<file path="config.mk">
export PLATFORM = sky130hd
export DESIGN_NAME = cdb_arbiter
export DESIGN_NICKNAME = d
export VERILOG_FILES = /design/src/rtl/cdb_arbiter.sv
export SDC_FILE = /design/constraint.sdc
export NUM_CORES = 1
export LEC_CHECK = 0
export BUFFER_PORTS_ARGS = -buffer_cell sky130_fd_sc_hd__buf_2
export CAP_MARGIN = 20
export CORE_MARGIN = 2
export CORE_UTILIZATION = 45
export DETAILED_ROUTE_END_ITERATION = 10
export GPL_TIMING_DRIVEN = 0
export PLACE_DENSITY = 0.78
export RECOVER_POWER = 100
export SYNTH_ARGS = -nofsm -noshare
export SYNTH_HDL_FRONTEND = slang
export SYNTH_SLANG_ARGS = --single-unit
</file>
<file path="constraint.sdc">
create_clock -name clock -period 3.8 [get_ports clock]
set_input_delay 0.76 -clock clock [delete_from_list [all_inputs] [get_ports clock]]
set_output_delay 0.76 -clock clock [all_outputs]
set_load 0.03 [all_outputs]
</file>
<file path="src/rtl/cdb_arbiter.sv">
// Round-robin arbiter moving buffered FU results onto the registered common data bus.
// Define CDB_ARB_PERF_EN to add per-FU saturating stall counters (perf_stall_cnt).
`ifndef XLEN
`define XLEN 32
`endif
`ifndef ROB_TAG_LEN
`define ROB_TAG_LEN 5
`endif

module cdb_arbiter #(
   parameter  int FU_NUM = 3,
   parameter  int XLEN   = `XLEN,
   parameter  int TAG_W  = `ROB_TAG_LEN,
   localparam int SRC_W  = $clog2(FU_NUM)
) (
   input  logic                    clock,
   input  logic                    reset,
   input  logic                    squash,
   input  logic [FU_NUM-1:0]       fu_valid,
   input  logic [FU_NUM*TAG_W-1:0] fu_tag,
   input  logic [FU_NUM*XLEN-1:0]  fu_value,
   output logic [FU_NUM-1:0]       fu_ready,
   output logic                    cdb_valid,
   output logic [TAG_W-1:0]        cdb_tag,
   output logic [XLEN-1:0]         cdb_value,
   output logic [SRC_W-1:0]        cdb_src
`ifdef CDB_ARB_PERF_EN
   ,
   output logic [FU_NUM*16-1:0]    perf_stall_cnt
`endif
);

   logic [FU_NUM-1:0] buf_valid_q, buf_valid_d;
   logic [TAG_W-1:0]  buf_tag_q   [FU_NUM];
   logic [XLEN-1:0]   buf_value_q [FU_NUM];
   logic [SRC_W-1:0]  rr_ptr_q, rr_ptr_d;

   logic              cdb_valid_q;
   logic [TAG_W-1:0]  cdb_tag_q;
   logic [XLEN-1:0]   cdb_value_q;
   logic [SRC_W-1:0]  cdb_src_q;

   logic [FU_NUM-1:0] grant_vec;
   logic [FU_NUM-1:0] load_vec;
   logic [SRC_W-1:0]  grant_idx;
   logic              grant_any;

   // Two passes give the wrapped search: indices at/after rr_ptr first, then the rest.
   // NOTE: blocking assignments in combinational logic, and every output gets a
   // default before any conditional write so no latch is inferred.
   always_comb begin
      grant_vec = '0;
      grant_idx = '0;
      grant_any = 1'b0;
      for (int i = 0; i < FU_NUM; i++) begin
         if (!grant_any && buf_valid_q[i] && (i >= int'(rr_ptr_q))) begin
            grant_any    = 1'b1;
            grant_vec[i] = 1'b1;
            grant_idx    = SRC_W'(i);
         end
      end
      for (int i = 0; i < FU_NUM; i++) begin
         if (!grant_any && buf_valid_q[i] && (i < int'(rr_ptr_q))) begin
            grant_any    = 1'b1;
            grant_vec[i] = 1'b1;
            grant_idx    = SRC_W'(i);
         end
      end
   end

   assign fu_ready = ~buf_valid_q | grant_vec;

   // Tag 0 completes the handshake but is never buffered.
   always_comb begin
      load_vec = '0;
      for (int i = 0; i < FU_NUM; i++) begin
         load_vec[i] = fu_valid[i] & fu_ready[i] & (fu_tag[i*TAG_W +: TAG_W] != '0);
      end
   end

   assign buf_valid_d = (buf_valid_q & ~grant_vec) | load_vec;
   assign rr_ptr_d    = (grant_idx == SRC_W'(FU_NUM - 1)) ? '0 : grant_idx + SRC_W'(1);

   // NOTE: all flop updates use non-blocking assignments so every register samples
   // the pre-edge value of every other register.
   always_ff @(posedge clock or negedge reset) begin
      if (!reset) begin
         buf_valid_q <= '0;
         rr_ptr_q    <= '0;
         cdb_valid_q <= 1'b0;
         cdb_tag_q   <= '0;
         cdb_value_q <= '0;
         cdb_src_q   <= '0;
      end else if (squash) begin
         buf_valid_q <= '0;
         cdb_valid_q <= 1'b0;
      end else begin
         buf_valid_q <= buf_valid_d;
         cdb_valid_q <= grant_any;
         if (grant_any) begin
            cdb_tag_q   <= buf_tag_q[grant_idx];
            cdb_value_q <= buf_value_q[grant_idx];
            cdb_src_q   <= grant_idx;
            rr_ptr_q    <= rr_ptr_d;
         end
      end
   end

   // NOTE: payload storage has no reset; buf_valid_q alone qualifies its contents.
   always_ff @(posedge clock) begin
      for (int i = 0; i < FU_NUM; i++) begin
         if (load_vec[i]) begin
            buf_tag_q[i]   <= fu_tag[i*TAG_W +: TAG_W];
            buf_value_q[i] <= fu_value[i*XLEN +: XLEN];
         end
      end
   end

   assign cdb_valid = cdb_valid_q;
   assign cdb_tag   = cdb_tag_q;
   assign cdb_value = cdb_value_q;
   assign cdb_src   = cdb_src_q;

`ifdef CDB_ARB_PERF_EN
   logic [15:0] stall_cnt_q [FU_NUM];

   // Counts cycles an FU is held off; survives squash, cleared only by reset.
   always_ff @(posedge clock or negedge reset) begin
      if (!reset) begin
         for (int i = 0; i < FU_NUM; i++) stall_cnt_q[i] <= '0;
      end else begin
         for (int i = 0; i < FU_NUM; i++) begin
            if (fu_valid[i] && !fu_ready[i] && (stall_cnt_q[i] != 16'hFFFF)) begin
               stall_cnt_q[i] <= stall_cnt_q[i] + 16'd1;
            end
         end
      end
   end

   for (genvar g = 0; g < FU_NUM; g++) begin : g_perf_out
      assign perf_stall_cnt[g*16 +: 16] = stall_cnt_q[g];
   end
`else
   // Stall counters are not built in this configuration.
`endif

endmodule

</file>
==> Implementation_results.wiki <==
{| class="wikitable"
! Metric !! Value
|-
| Diode count || 0
|-
| Logic gate share of total power || around 15%
|-
| Via count of the first global-routing pass || 4041
|-
| Crit Path Max Fanout || 19
|-
| Most area-hungry cell type in the Yosys netlist || edfxtp_1
|-
| Total cell area at the placement stage || 6987 um^2
|-
| Area of the multi-input gates || between 1000 and 1500 um^2
|-
| Net switching share of the total power || a little over a quarter
|-
| Arrival time worst endpoint || 3170 ps
|-
| Status || finished with violations
|-
| Post_cts resized || 0
|-
| Core region area || between 10000 and 15000 um^2
|-
| DRT iter0 DRCs || 189
|-
| Standard-cell row count || 41
|-
| Post-CTS setup buffers || 0
|-
| Setup clock skew after layout || 5.445 ps
|-
| Total detailed-routing wirelength || 13110 um
|-
| Clock net sink count || 156
|-
| Number of antenna violations at the first check in global routing || 0
|-
| Combined area of all synthesized cells || 5859 um^2
|-
| Path class of the lowest-slack min-delay path || in -> async
|-
| Leading register cell type out of synthesis || edfxtp_1
|-
| Final hold violations || 0
|-
| Total design power || roughly 0.0046 W
|-
| Most numerous cell types in the synthesized netlist || 111 x edfxtp_1, 45 x dfrtp_1, 39 x nor2_1
|-
| Clock insertion delay at the later pin of the skew report || 420 ps
|-
| Clock power frac || 38.2%
|-
| Port Buffer Count || 159
|-
| Hold-fix buffers, CTS || 0
|-
| Dominant cell by count in the synthesized netlist || edfxtp_1
|-
| Area of the die || around 14000 um^2
|-
| Worst IR Drop VDD || 0.3624 mV
|-
| Psw || roughly 0.0012 W
|-
| Measured slew at the worst slew-check pin || 2295 ps
|-
| Boundary Pins || 160
|-
| Clock tree from TritonCTS || built
|-
| Maximum number of pins on one net before global-route repair || 46
|-
| Share of Yosys cell area claimed by the top area cell type || between 50 and 60%
|-
| Number of instances in the synthesized netlist || between 300 and 400
|-
| Synth warnings || 0
|-
| Final core utilization || 59.19%
|-
| Setup repair after global routing missed its margin || no
|-
| Post-route DRC || 0
|-
| Number of library cell types mapped by synthesis || 26
|-
| Cts bufs inserted || 17
|-
| Total Nets Final || 664
|-
| Relative area change from synthesis to final layout || 27.99%
|-
| Via total after detailed routing || 3743
|-
| Post-synthesis net count || 482
|-
| Violated checks || max-capacitance violations, max-slew violations
|-
| Register Area || 4459 um^2
|-
| Die width || 118.1 um
|-
| First-pass GRT wire length || 21070 um
|-
| Worst Setup Start Kind || register
|-
| Final clock period utilization by the worst path || 80.21%
|-
| First-pass DRT Iterations || 4
|-
| Fill cells || 1010
|-
| CTS H-tree lvls || 4
|-
| Top cells by area, synth || edfxtp_1 57%, dfrtp_1 19%, a221oi_2 4.1%, o22ai_2 3.4%, a221oi_1 3.1%
|-
| Max Freq || between 300 and 400 MHz
|-
| Share of the yosys chip area belonging to registers || 76.11%
|-
| Post-DRT Antenna Nets || 0
|-
| Starting density of the core || 46.24%
|-
| Final cell area excluding filler cells || 7500 um^2
|-
| FF+latch count, synth || 156
|-
| Chip height || 118.1 um
|-
| Share of post-route cells with drive strength above 1 || 32.50%
|-
| DP HPWL || approximately 9200 um
|-
| Mean instance size in the synthesized netlist || 16.05 um^2
|-
| Via count normalized by instance count || roughly 5.1
|-
| Placed insts || 699
|-
| Post-route minimum period || between 3000 and 4000 ps
|-
| Number of standard cells in the final layout excluding fillers || about 730
|-
| Internal power of the cells || roughly 0.0033 W
|-
| Part of the power in registers || 46.5%
|-
| Kind of critical path || reg -> reg
|-
| Final slew viol count || between 50 and 60
|-
| Number of flops mapped to enable cells by yosys || 111
|-
| Relative slew slack || -53.00%
|-
| Maxcap violations || 2
|-
| GRT overflow || 0
|-
| Maximum buffer depth of the clock tree || 2
|-
| Number of setup violations in the final report || 0
|-
| Final estimated routing congestion in global placement || 0.7652
|-
| Final sum of negative setup slack || 0 ps
|-
| Data required time of the worst path || 3920 ps
|-
| Routed len/inst || 17.91 um
|-
| Clock-pin slew reported for the worst setup and hold paths after clock tree synthesis || 60 ps
|-
| Fraction of registers with async set/reset || 28.85%
|-
| Clock root buffer || clkbuf_16
|-
| Critical path endpoint category || register
|-
| Global router's overall resource usage || 20.04%
|-
| Leakage || roughly 3 nW
|-
| Pwr Density || around 610 nW/um^2
|}
[per-layer routing]
metal	GRT usage [%]	wire (um)
met1	23.66	5363
met3	5.184	698
met5	0	0
met4	9.488	274
met2	34.14	6774
[cell usage in the layout, fill, tap and decap left out, types with 8 or more instances in the layout]
master / count
nand2_1: 8
a221oi_2: 16
o22ai_2: 16
a221oi_1: 21
dfrtp_1: 45
nor2_1: 39
edfxtp_1: 111
clkbuf_1: 65
buf_2: 109
o22ai_1: 22
clkbuf_16: 17
inv_1: 38
buf_6: 8
[cells by family (layout without fill, tap and decap cells)]
group / count (synthesis) / in the layout / share of synthesized area, %
compound gates: 92 / 92 / 14.61
buf+inv: 60 / 255 / 5.104
flops: 156 / 156 / 76.11
simple gates: 57 / 57 / 4.185
[power by group through the flow]
stage               clock [W]  combinational (W)  sequential (W)
detailed placement          0           0.000736         0.00215
CTS                   0.00176           0.000739         0.00212
finish                0.00174           0.000698         0.00212
floorplan                   0           0.000272         0.00232
global route          0.00184           0.000757         0.00214
global placement            0           0.000696         0.00215
[worst paths after layout]
check | slack, ps | end | from | depth (start not counted)
max in group asynchronous | 1220 | cdb_value[18]$_DFFE_PN0P_ | reset | 2
min in group clock | 490 | cdb_src[0]$_DFFE_PN0P_ | cdb_src[0]$_DFFE_PN0P_ | 2
setup reg to reg | 750 | buf_value_q[0][15]$_DFFE_PP_ | buf_valid_q[2]$_DFF_PN0_ | 4
hold reg to reg | 490 | cdb_src[0]$_DFFE_PN0P_ | cdb_src[0]$_DFFE_PN0P_ | 2
setup / recovery | 750 | buf_value_q[0][15]$_DFFE_PP_ | buf_valid_q[2]$_DFF_PN0_ | 4
hold / removal | 320 | cdb_tag[0]$_DFFE_PN0P_ | reset | 1
[per-stage QoR]
step	setup slack, ps	hold WS [ps]
floorplan	379.7	464.4
global placement	-730.1	468.8
detailed placement	1187	477.5
CTS	1015	490.2
global route	619.4	341.8
finish	752.0	320.0
[critical path, stage by stage (launching register included)]
cell     delay (ps)
dfrtp_1         470
nor2_1          150
o22ai_1         130
a21oi_1        1750
buf_16          230
[final cells by class]
class / instances / area share (%)
timing repair buffer: 163 / 10.86
tap: 172 / 2.870
clock inverter: 14 / 2.336
inverter: 39 / 1.952
sequential: 156 / 59.46
multi-input combinational: 149 / 14.88
buffer: 21 / 1.919
clock buffer: 18 / 5.722
[state kept, by name, indices dropped and copies added (netlist names)]
register	cells
buf_value_q	96
buf_tag_q	15
cdb_value	32
cdb_src	2
cdb_valid	1
rr_ptr_q	2
cdb_tag	5
buf_valid_q	3
No activity file was read; power rests on OpenSTA's default activity.
